[config.mk]
export PLATFORM = sky130hd
export DESIGN_NAME = muldiv_seq
export DESIGN_NICKNAME = d
export VERILOG_FILES = /design/src/rtl/muldiv_seq_pkg.sv /design/src/rtl/muldiv_step.sv /design/src/rtl/muldiv_seq.sv
export SDC_FILE = /design/constraint.sdc
export NUM_CORES = 1
export LEC_CHECK = 0
export ABC_AREA = 1
export CELL_PAD_IN_SITES_DETAIL_PLACEMENT = 1
export CELL_PAD_IN_SITES_GLOBAL_PLACEMENT = 1
export CORE_MARGIN = 2
export CORE_UTILIZATION = 38
export DETAILED_ROUTE_END_ITERATION = 12
export GPL_TIMING_DRIVEN = 0
export PLACE_DENSITY_LB_ADDON = 0.1
export RECOVER_POWER = 25
export SLEW_MARGIN = 10
export SYNTH_ARGS = -nofsm -noshare
export SYNTH_HDL_FRONTEND = slang
export SYNTH_SLANG_ARGS = --single-unit
[constraint.sdc]
create_clock -name clk -period 2.16 [get_ports clk]
set_input_delay 0.324 -clock clk [delete_from_list [all_inputs] [get_ports clk]]
set_output_delay 0.324 -clock clk [all_outputs]
set_load 0.03 [all_outputs]
[src/rtl/muldiv_seq_pkg.sv]
// Shared MIPS decode constants for the HI/LO multiply/divide path.
// FUNCT_MFHI / FUNCT_MFLO are used by the hazard/stall logic, which holds
// those reads off while muldiv_seq reports busy.
package muldiv_seq_pkg;

   localparam logic [5:0] FUNCT_SLL   = 6'h00;
   localparam logic [5:0] FUNCT_JR    = 6'h08;
   localparam logic [5:0] FUNCT_MFHI  = 6'h10;
   localparam logic [5:0] FUNCT_MTHI  = 6'h11;
   localparam logic [5:0] FUNCT_MFLO  = 6'h12;
   localparam logic [5:0] FUNCT_MTLO  = 6'h13;
   localparam logic [5:0] FUNCT_MULT  = 6'h18;
   localparam logic [5:0] FUNCT_MULTU = 6'h19;
   localparam logic [5:0] FUNCT_DIV   = 6'h1A;
   localparam logic [5:0] FUNCT_DIVU  = 6'h1B;
   localparam logic [5:0] FUNCT_ADDU  = 6'h21;

   // Signed variants take operand magnitudes and apply a sign fix-up at the end.
   function automatic logic funct_is_signed(input logic [5:0] f);
      return (f == FUNCT_MULT) || (f == FUNCT_DIV);
   endfunction

endpackage

[src/rtl/muldiv_step.sv]
// One combinational iteration of the multi-cycle mul/div datapath.
//   mode_div = 0 : shift-add multiply. {acc_hi,acc_lo} is the 2*WIDTH
//                  accumulator with the multiplier in acc_lo; operand is the
//                  multiplicand.
//   mode_div = 1 : restoring shift-subtract divide. acc_hi is the partial
//                  remainder, acc_lo the dividend shifting into the quotient;
//                  operand is the divisor.
// Ports: mode_div, acc_hi, acc_lo, operand in; nxt_hi, nxt_lo out.
module muldiv_step #(
   parameter int WIDTH = 32
) (
   input  logic             mode_div,
   input  logic [WIDTH-1:0] acc_hi,
   input  logic [WIDTH-1:0] acc_lo,
   input  logic [WIDTH-1:0] operand,
   output logic [WIDTH-1:0] nxt_hi,
   output logic [WIDTH-1:0] nxt_lo
);

   logic [WIDTH:0]   mul_sum;
   logic [WIDTH:0]   div_shift;
   logic [WIDTH-1:0] div_diff;
   logic             div_ge;

   // Add (or not) into the upper half with a carry bit, then shift the whole
   // accumulator right by one; the carry lands in the top of the product.
   assign mul_sum = acc_lo[0] ? ({1'b0, acc_hi} + {1'b0, operand}) : {1'b0, acc_hi};

   // Remainder shifted left with the next dividend bit is WIDTH+1 bits wide.
   // When it is >= divisor the difference always fits in WIDTH bits.
   assign div_shift = {acc_hi, acc_lo[WIDTH-1]};
   assign div_ge    = (div_shift >= {1'b0, operand});
   assign div_diff  = div_shift[WIDTH-1:0] - operand;

   always_comb begin
      nxt_hi = mul_sum[WIDTH:1];
      nxt_lo = {mul_sum[0], acc_lo[WIDTH-1:1]};
      if (mode_div) begin
         nxt_hi = div_ge ? div_diff : div_shift[WIDTH-1:0];
         nxt_lo = {acc_lo[WIDTH-2:0], div_ge};
      end
   end

endmodule

[src/rtl/muldiv_seq.sv]
// HI/LO multiply/divide sequencer for the execute stage.
// Accepts MULT/MULTU/DIV/DIVU (32 step cycles + one fix-up cycle) and
// MTHI/MTLO (single cycle, no busy). HI/LO only change on MTHI/MTLO or at the
// end of the fix-up cycle, so they never expose partial results.
// Ports: clk, rst_n, start, fncode[5:0], op_a, op_b in; busy, hi, lo out.
//
// state  | meaning
// IDLE   | waiting for start; MTHI/MTLO handled here
// MUL    | one shift-add step per cycle
// DIV    | one restoring shift-subtract step per cycle
// FIX    | sign fix-up and HI/LO write
module muldiv_seq
   import muldiv_seq_pkg::*;
#(
   parameter int WIDTH = 32
) (
   input  logic             clk,
   input  logic             rst_n,
   input  logic             start,
   input  logic [5:0]       fncode,
   input  logic [WIDTH-1:0] op_a,
   input  logic [WIDTH-1:0] op_b,
   output logic             busy,
   output logic [WIDTH-1:0] hi,
   output logic [WIDTH-1:0] lo
);

   localparam int CNT_W = $clog2(WIDTH);
   localparam logic [CNT_W-1:0] CNT_LAST = CNT_W'(WIDTH - 1);

   typedef enum logic [1:0] {S_IDLE, S_MUL, S_DIV, S_FIX} state_t;

   state_t            state_q, state_d;
   logic [CNT_W-1:0]  cnt_q, cnt_d;
   logic              sign_a_q, sign_a_d, sign_b_q, sign_b_d;
   logic              div_q, div_d;
   logic              busy_q, busy_d;
   logic [WIDTH-1:0]  opnd_q, opnd_d;
   logic [WIDTH-1:0]  acc_hi_q, acc_hi_d, acc_lo_q, acc_lo_d;
   logic [WIDTH-1:0]  hi_q, hi_d, lo_q, lo_d;

   logic              sgn_op, neg_a, neg_b;
   logic [WIDTH-1:0]  abs_a, abs_b;
   logic [WIDTH-1:0]  step_hi, step_lo;
   logic [2*WIDTH-1:0] prod_fix;
   logic [WIDTH-1:0]  quot_fix, rem_fix;

   // Negating INT_MIN yields 0x80000000, which is the correct unsigned magnitude.
   assign sgn_op = funct_is_signed(fncode);
   assign neg_a  = sgn_op & op_a[WIDTH-1];
   assign neg_b  = sgn_op & op_b[WIDTH-1];
   assign abs_a  = neg_a ? (~op_a + 1'b1) : op_a;
   assign abs_b  = neg_b ? (~op_b + 1'b1) : op_b;

   assign prod_fix = (sign_a_q ^ sign_b_q) ? (~{acc_hi_q, acc_lo_q} + 1'b1)
                                           : {acc_hi_q, acc_lo_q};
   assign quot_fix = (sign_a_q ^ sign_b_q) ? (~acc_lo_q + 1'b1) : acc_lo_q;
   assign rem_fix  = sign_a_q ? (~acc_hi_q + 1'b1) : acc_hi_q;

   muldiv_step #(.WIDTH(WIDTH)) u_step (
      .mode_div (state_q == S_DIV),
      .acc_hi   (acc_hi_q),
      .acc_lo   (acc_lo_q),
      .operand  (opnd_q),
      .nxt_hi   (step_hi),
      .nxt_lo   (step_lo)
   );

   always_comb begin
      state_d  = state_q;
      cnt_d    = cnt_q;
      sign_a_d = sign_a_q;
      sign_b_d = sign_b_q;
      div_d    = div_q;
      opnd_d   = opnd_q;
      acc_hi_d = acc_hi_q;
      acc_lo_d = acc_lo_q;
      hi_d     = hi_q;
      lo_d     = lo_q;
      case (state_q)
         S_IDLE: begin
            if (start) begin
               case (fncode)
                  FUNCT_MTHI: hi_d = op_a;
                  FUNCT_MTLO: lo_d = op_a;
                  FUNCT_MULT, FUNCT_MULTU, FUNCT_DIV, FUNCT_DIVU: begin
                     sign_a_d = neg_a;
                     sign_b_d = neg_b;
                     cnt_d    = '0;
                     acc_hi_d = '0;
                     div_d    = (fncode == FUNCT_DIV) || (fncode == FUNCT_DIVU);
                     if (div_d) begin
                        acc_lo_d = abs_a;
                        opnd_d   = abs_b;
                        state_d  = S_DIV;
                     end else begin
                        acc_lo_d = abs_b;
                        opnd_d   = abs_a;
                        state_d  = S_MUL;
                     end
                  end
                  default: ;
               endcase
            end
         end
         S_MUL, S_DIV: begin
            acc_hi_d = step_hi;
            acc_lo_d = step_lo;
            cnt_d    = cnt_q + CNT_W'(1);
            if (cnt_q == CNT_LAST) state_d = S_FIX;
         end
         S_FIX: begin
            if (div_q) begin
               lo_d = quot_fix;
               hi_d = rem_fix;
            end else begin
               hi_d = prod_fix[2*WIDTH-1:WIDTH];
               lo_d = prod_fix[WIDTH-1:0];
            end
            state_d = S_IDLE;
         end
         default: state_d = S_IDLE;
      endcase
      busy_d = (state_d != S_IDLE);
   end

   always_ff @(posedge clk or negedge rst_n) begin
      if (!rst_n) begin
         state_q  <= S_IDLE;
         cnt_q    <= '0;
         sign_a_q <= 1'b0;
         sign_b_q <= 1'b0;
         div_q    <= 1'b0;
         busy_q   <= 1'b0;
         opnd_q   <= '0;
         acc_hi_q <= '0;
         acc_lo_q <= '0;
         hi_q     <= '0;
         lo_q     <= '0;
      end else begin
         state_q  <= state_d;
         cnt_q    <= cnt_d;
         sign_a_q <= sign_a_d;
         sign_b_q <= sign_b_d;
         div_q    <= div_d;
         busy_q   <= busy_d;
         opnd_q   <= opnd_d;
         acc_hi_q <= acc_hi_d;
         acc_lo_q <= acc_lo_d;
         hi_q     <= hi_d;
         lo_q     <= lo_d;
      end
   end

   assign busy = busy_q;
   assign hi   = hi_q;
   assign lo   = lo_q;

endmodule
==> run_results.csv, run 1 <==
group,metric,value,unit
outcome,status,"finished, violations left",
outcome,violations,"max-capacitance violations, max-slew violations, negative setup slack",
synth,postSynthNetCount,3339,
cells_and_area,fill_cells,6368,
sta,layout_worst_path_cycle_share,113,%
sta,setup_repair_after_global_routing_missed_its_margin,"true",
sta,timing.final.max_slew_violations,68,
global_route,grt_start_max_net_pins,105,
placed_design,place_area,20600,µm²
die,fp-row-count,80,
worst_hold_path,hold_class,"input port to flop",
routing,via_per_inst,5.88,
placed_design,worst_slack_placed,-1.07,ns
synth,synth.yosys.seq_area_share,23.3,%
setup_path,cp-start-kind,"flop",
routing,maxUsedRoutingLayer,"met5",
power,power.clock.fraction,9.0,%
power,power.density_cell_area,1550,nW/µm²
worst_hold_path,timing.hold.worst.start,"op_a[6]",
cells_and_area,layout.cell_area.non_filler,24900,µm²
synth,summed_instance_area_of_the_synthesized_netlist,18400,µm²
die,die_area,50100,µm²
setup_path,critical_path_peak_fanout,10,
clock_network,root_buffer,"clkbuf_16",
cells_and_area,fin_util,52.2,%
setup_path,timing.setup.critical_path_class,"flop to flop",
die,floorplan.initialDensity,38.5,%
sta,timing.max_slew.rel_slack,-13.3,%
power,netSwitchingPower,21.9,mW
synth,asyncSetResetFlopFracSynth,100,%
placed_design,io_buffers,137,
synth,synth_warnings,0,
clock_network,clock-sinks,171,
power,power,38.7,mW
global_route,antenna_violations_before_repair,1,
routing,wl_met1,42.7,mm
power,total_leakage_power,11.8,nW
power,net_switching_share_of_the_total_power,56.7,%
setup_path,r2r_setup_slack,-0.29,ns
routing,via_count,24200,
synth,syn-mean-instance-area,5.76,µm²
synth,syn_inst_count,3190,
routing,drt_pass1_iterations,5,
sta,finalHoldViolCount,0,
synth,synth_ff_type,"dfrtp_1",
clock_network,clock_path_buffers,2,
synth,yosys_register_bits,171,
sta,timing_worst_slew_pin_value,1.70,ns
setup_path,regToRegEndpoint,"acc_hi_q[10]",
global_route,grt_util_all_layers,41.0,%
power,power.share.combinational,74.1,%
setup_path,critPathCaptureType,"flop",
die,boundaryPins,138,
clock_network,clkSlewWorstSetupHoldPaths,0.08,ns
placed_design,place.gp.congestion,1.02,
global_route,first_global_vias,24000,
run,cap_violations,1,
setup_path,worstRegToRegCells,12,
cells_and_area,flow.area_growth_from_synthesis,35.5,%
routing,detail-route-antenna-nets,0,
routing,drc,0,
routing,drt-total-wl,106,mm
clock_network,tritoncts_clock_tree,"built",
sta,final_period_minus_worst_setup_slack,2.45,ns
sta,timing.final.setup_violations,33,
routing,drt_wl_cell,25.7,µm
global_route,gr-total-overflow,0,
cells_and_area,layout-drive-gt1-share,23.6,%
setup_path,timing.critical_path.slowest_stage_cell,"dfrtp_1",
routing,met2RoutedLength,46.8,mm
worst_hold_path,worst_hold_path.num_cells,3,
power,p_seq_share,16.9,%
sta,highest_clock_rate,409,MHz
power,cell_internal_pwr,16.8,mW
placed_design,detailed_place_hpwl,82.4,mm
setup_path,regToRegStartpoint,"acc_lo_q[31]",
die,die_w,224,µm
clock_network,cts_inserted_buffers,17,
cells_and_area,num_antenna_cells,0,
routing,initialDrtViolationCount,1969,
die,core,47700,µm²
global_route,global_route_wire_length_before_repair,152,mm
setup_path,slowest_delay,0.41,ns
setup_path,crit_path_frequent_cell,"nand4_1",
setup_path,path_cells,"clkinvlp_4, ha_4, nand4_1, nor2_1, nand3b_1, nand2_2, nor2_4, nand2_8, buf_8, nand4_1, nand3_1, o21ai_1",
worst_hold_path,hold-path-endpoint,"lo[6]",
power,maximum_resistive_drop_on_vdd,790,µV
sta,finalClockSkew,0.0138,ns
setup_path,worstPathRequired,2.53,ns
sta,post-route-worst-setup-slack,-0.286,ns
clock_network,worstSkewPairLatency,0.51,ns
setup_path,worstPathArrival,2.82,ns
synth,post_synth_num_cell_types,51,
clock_network,cts-htree-levels,4,
cells_and_area,final_nets,3634,
routing,met3_wirelength,8.53,mm
die,die-height,224,µm
synth,number_of_enable_flip_flop_cells_after_synthesis,0,
-- cells in the mapped netlist (4+ instances only) --
master | count | area share (%)
nand2_4 | 5 | 0.31
buf_1 | 5 | 0.10
o211ai_1 | 37 | 1.5
nand3b_1 | 22 | 0.90
inv_1 | 399 | 8.1
o221ai_1 | 8 | 0.38
clkinv_1 | 4 | 0.082
nor2_4 | 5 | 0.31
nor2_2 | 26 | 0.88
and2_1 | 6 | 0.20
nand2_2 | 9 | 0.31
nand3_1 | 357 | 9.7
or2_2 | 10 | 0.34
nand2_1 | 999 | 20
dfrtp_1 | 171 | 23
o21bai_1 | 6 | 0.25
xnor2_1 | 4 | 0.19
buf_4 | 11 | 0.45
a22oi_1 | 9 | 0.37
ha_1 | 74 | 5.0
o21ai_0 | 112 | 3.0
nor2_1 | 398 | 8.1
xor2_1 | 41 | 2.0
a21oi_1 | 224 | 6.1
o21ai_1 | 31 | 0.84
clkbuf_1 | 63 | 1.3
buf_6 | 8 | 0.49
nor3_1 | 28 | 0.76
a31oi_1 | 26 | 0.88
buf_2 | 19 | 0.52
inv_2 | 9 | 0.18
nand4_1 | 36 | 1.2
-- layout by cell type (no fill, tap or decap), types with 10 or more instances in the layout --
master / count
a21oi_1: 178
a21oi_2: 43
a31oi_1: 23
buf_2: 18
buf_4: 142
buf_6: 15
clkbuf_1: 25
clkbuf_16: 18
clkbuf_2: 27
clkdlybuf4s50_1: 131
dfrtp_1: 109
dfrtp_2: 57
ha_1: 10
ha_2: 10
ha_4: 54
inv_1: 358
inv_2: 40
nand2_1: 900
nand2_2: 89
nand2_4: 23
nand3_1: 295
nand3_2: 56
nand3b_1: 22
nand4_1: 36
nor2_1: 310
nor2_2: 69
nor2_4: 50
nor3_1: 18
o211ai_1: 37
o21ai_0: 99
o21ai_1: 34
or2_2: 10
xor2_1: 31
xor2_2: 10
-- power by group through the flow --
stage | clock network, mW | registers [mW] | logic [mW]
after floorplan | 0 | 6.97 | 12.6
after global placement | 0 | 6.94 | 20.2
after detailed placement | 0 | 7.02 | 20.7
after CTS | 3.48 | 6.43 | 24.9
after global routing | 3.59 | 6.68 | 30.5
final | 3.48 | 6.56 | 28.7
-- layout make-up --
class / instances / area [µm²] / share of cell area [%]
Multi-Input combinational cell: 2498 / 14300 / 57.5
Tap cell: 615 / 769 / 3.09
Sequential cell: 171 / 4370 / 17.5
Timing Repair Buffer: 279 / 2540 / 10.2
Clock inverter: 11 / 153 / 0.613
Clock buffer: 21 / 470 / 1.89
Buffer: 103 / 673 / 2.70
Inverter: 415 / 1610 / 6.47
-- per-stage QoR --
step / hold slack [ns] / TNS, ns / cells
2_1_floorplan: 0.0284 / 0 / 3190
3_3_place_gp: 0.478 / -1200.96 / 3942
3_5_place_dp: 0.320 / -100.40 / 3943
4_1_cts: 0.378 / -5.53 / 4071
5_1_grt: 0.359 / -32.53 / 4113
6_report: 0.394 / -6.83 / 4113
-- worst max-delay path by stage --
stage                       startpoint           end  cells past startpoint  slack, ns
after floorplan            acc_lo_q[0]        hi[16]                     14       0.08
after global placement           rst_n    opnd_q[25]                      1      -6.54
after detailed placement   acc_lo_q[0]        hi[24]                     14      -1.07
after CTS                   opnd_q[31]  acc_hi_q[10]                     12      -0.23
after global routing         opnd_q[0]  acc_hi_q[11]                     16      -0.37
final                     acc_lo_q[31]  acc_hi_q[10]                     12      -0.29
-- state kept, by name, indices dropped and copies added, names as in the netlist --
signal	flops
hi	32
state_q	2
busy	1
acc_lo_q	32
acc_hi_q	32
opnd_q	32
sign_b_q	1
sign_a_q	1
lo	32
div_q	1
cnt_q	5
-- cells by family (layout without fill, tap and decap cells) --
group	after synthesis	after routing	synth area share, %
xor gates and xnor gates	45	45	2.14
DFF	171	171	23.3
adders and majority gates	76	76	5.26
and+or+nand+nor	1910	1910	43.9
AOI/OAI and AO/OA	467	467	14.1
buffers and inverters	521	829	11.4
-- repair_timing --
action / CTS / global route
cloned: 2 / 0
endpoints found under the hold margin: 67 / 0
buffers inserted: 95 / 43
pin swaps: 41 / 93
hold buffers: 1 / 0
setup endpoints to repair: 167 / 149
gates resized for setup: 354 / 382
-- worst max-delay path: cells and delay by family (launching register included) --
kind            cells  cell delay (ns)
fa+ha+maj           1             0.29
compound gates      1             0.07
buf+inv             2             0.32
simple gates        8             1.22
flops               1             0.41
-- per-layer routing --
layer | vias to the layer above | GRT usage, %
met1 | 12000 | 52.7
met2 | 1102 | 63.5
met3 | 257 | 7.88
met4 | 2 | 25.5
li1 | 10900 | -
met5 | - | 0
(Power assumes the default switching activity.)
==> run 2, diff against run 1 <==
--- a/config.mk
+++ b/config.mk
@@ -12,9 +12,8 @@
 export CORE_UTILIZATION = 38
 export DETAILED_ROUTE_END_ITERATION = 12
 export GPL_TIMING_DRIVEN = 0
-export PLACE_DENSITY_LB_ADDON = 0.1
+export PLACE_DENSITY = 0.81
 export RECOVER_POWER = 25
-export SLEW_MARGIN = 10
 export SYNTH_ARGS = -nofsm -noshare
 export SYNTH_HDL_FRONTEND = slang
 export SYNTH_SLANG_ARGS = --single-unit
==> run 2 against run 1 <==
Net effect:
- the flow finishes with violations (negative setup slack)
- hold slack improved by 0.0074 ns
- sequential power barely moved
- critical path depth rose by 1
- die area did not move
- global-route usage rose by 1.2 points
- register-to-register slack improved by 0.02 ns
- combinational power rose by 7.3%
- setup slack improved by 0.016 ns
- wire length rose by 2.9%
- count of clock-buffer cells in the layout fell by 4
==> run_results.csv, run 2 (synthesized netlist as in run 1, its figures left out) <==
group,metric,value,unit
cells_and_area,flow.area_growth_from_synthesis,39.1,%
power,power.clock.fraction,8.1,%
power,power.share.combinational,75.8,%
cells_and_area,mostFrequentLayoutCell,"nand2_1",
power,netSwitchingPower,23.1,mW
clock_network,clock-sinks,171,
routing,detail-route-antenna-nets,0,
routing,drt-total-wl,109,mm
sta,timing.final.setup_violations,42,
power,cell_internal_pwr,17.5,mW
die,boundaryPins,138,
routing,via_per_inst,6.00,
clock_network,tritoncts_clock_tree,"built",
sta,setup_repair_after_global_routing_missed_its_margin,"true",
sta,highest_clock_rate,411,MHz
cells_and_area,layout.cell_area.non_filler,25600,µm²
cells_and_area,instances_no_fill,4152,
global_route,gr-total-overflow,0,
power,power,40.6,mW
placed_design,numPlacedInstances,3943,
sta,timing_worst_slew_pin_value,1.11,ns
clock_network,root_buffer,"clkbuf_16",
clock_network,worstSkewPairLatency,0.52,ns
outcome,violations,"negative setup slack",
global_route,first_global_vias,25000,
cells_and_area,fill_cells,6382,
clock_network,cts_inserted_buffers,17,
placed_design,detailed_place_hpwl,83.0,mm
routing,via_count,24900,
die,die_area,50100,µm²
placed_design,place.gp.congestion,1.01,
global_route,global_route_wire_length_before_repair,157,mm
setup_path,worstPathRequired,2.54,ns
die,core,47700,µm²
clock_network,cts-htree-levels,4,
power,p_seq_share,16.2,%
global_route,antenna_violations_before_repair,2,
sta,timing.final.max_slew_violations,0,
power,net_switching_share_of_the_total_power,57.0,%
clock_network,clkSlewWorstSetupHoldPaths,0.09,ns
power,total_leakage_power,12.1,nW
routing,drt_pass1_iterations,6,
die,die-height,224,µm
power,maximum_resistive_drop_on_vdd,775,µV
placed_design,io_buffers,137,
placed_design,worst_slack_placed,-1.09,ns
die,fp-row-count,80,
sta,finalHoldViolCount,0,
global_route,grt_start_max_net_pins,103,
setup_path,timing.setup.critical_path_class,"flop to flop",
placed_design,place_area,20600,µm²
power,power.density_cell_area,1590,nW/µm²
setup_path,worstPathArrival,2.81,ns
setup_path,cp-start-kind,"flop",
cells_and_area,final_nets,3672,
sta,finalClockSkew,0.0183,ns
sta,post-route-worst-setup-slack,-0.270,ns
cells_and_area,final_cell_mix,"878 x nand2_1, 357 x inv_1, 303 x nor2_1",
sta,timing.max_slew.rel_slack,26.2,%
routing,drt_wl_cell,26.2,µm
die,die_w,224,µm
outcome,status,"finished, violations left",
run,cap_violations,0,
die,floorplan.initialDensity,38.5,%
sta,final_period_minus_worst_setup_slack,2.43,ns
routing,initialDrtViolationCount,2373,
sta,setup_total_negative_slack,-6.52,ns
cells_and_area,layout-drive-gt1-share,26.2,%
sta,layout_worst_path_cycle_share,113,%
clock_network,clock_path_buffers,2,
routing,drc,0,
global_route,grt_util_all_layers,42.3,%
setup_path,critical_path_peak_fanout,4,
worst_hold_path,hold_class,"input port to flop",
setup_path,critPathCaptureType,"flop",
run 2: cell types whose count changed in the layout (fill, tap and decap cells not counted), moves of 10 or more:
cell / change
nand2_1: -22
nand3_2: +18
nand2_4: +10
nand2_2: +11
nand3_1: -21
buf_4: +27
run 2: layout make-up:
class                      instances  area [µm²]  share of cell area, %
clock inverter                    15         155                  0.607
sequential                       171        4360                   17.1
inverter                         415        1640                   6.40
tap                              615         769                   3.01
antenna                            1        2.50                0.00979
multi-input combinational       2498       14600                   57.2
clock buffer                      17         425                   1.66
buffer                           101         658                   2.57
timing repair buffer             319        2930                   11.4
run 2: final timing paths:
kind,cells past startpoint,startpoint,slack (ns),end
setup reg to reg,13,acc_hi_q[0],-0.27,acc_hi_q[10]
setup / recovery,13,acc_hi_q[0],-0.27,acc_hi_q[10]
hold reg to reg,2,lo[10],0.49,lo[10]
max in group asynchronous,3,rst_n,0.36,hi[29]
hold / removal,5,fncode[1],0.40,state_q[1]
min in group asynchronous,2,rst_n,0.62,opnd_q[29]
run 2: metrics by stage:
stage / hold slack, ns / utilization, %
floorplan: 0.0284 / -
global placement: 0.475 / 43.0
detailed placement: 0.345 / 43.1
CTS: 0.379 / 49.9
global route: 0.393 / 53.5
finish: 0.401 / 53.6
run 2: critical path, stage by stage, from the launching register on:
cell	delay (ns)
dfrtp_2	0.44
buf_6	0.14
buf_4	0.13
fa_2	0.40
nand2_1	0.09
nand2_1	0.06
nand3b_1	0.11
nand2_2	0.10
buf_4	0.14
a21oi_2	0.19
or2_2	0.14
nand4_1	0.16
nand3_1	0.13
o21ai_1	0.06
run 2: metal layers:
metal  up-vias  global-route usage [%]  part of all wire (%)
met4         2                    25.2                   6.8
met2      1175                    65.9                    44
met3       354                    7.20                   8.0
li1      11000                       -                     -
met1     12400                    54.8                    41
met5         -                       0                 0.010
run 2: power groups by stage:
stage / Clock (mW) / Sequential, mW / Combinational [mW]
2_1_floorplan: 0 / 6.97 / 12.6
3_3_place_gp: 0 / 7.01 / 20.3
3_5_place_dp: 0 / 7.02 / 20.8
4_1_cts: 3.28 / 6.38 / 26.3
5_1_grt: 3.36 / 6.65 / 32.5
6_report: 3.27 / 6.57 / 30.8
run 2: timing repair:
| action | in CTS | in global routing |
|---|---|---|
| hold endpoints to repair | 69 | 0 |
| hold buffers | 1 | 0 |
| setup endpoints to repair | 168 | 156 |
| resized for setup | 437 | 396 |
| setup buffers | 123 | 57 |
| pin swaps | 62 | 118 |
| cloned | 2 | 0 |
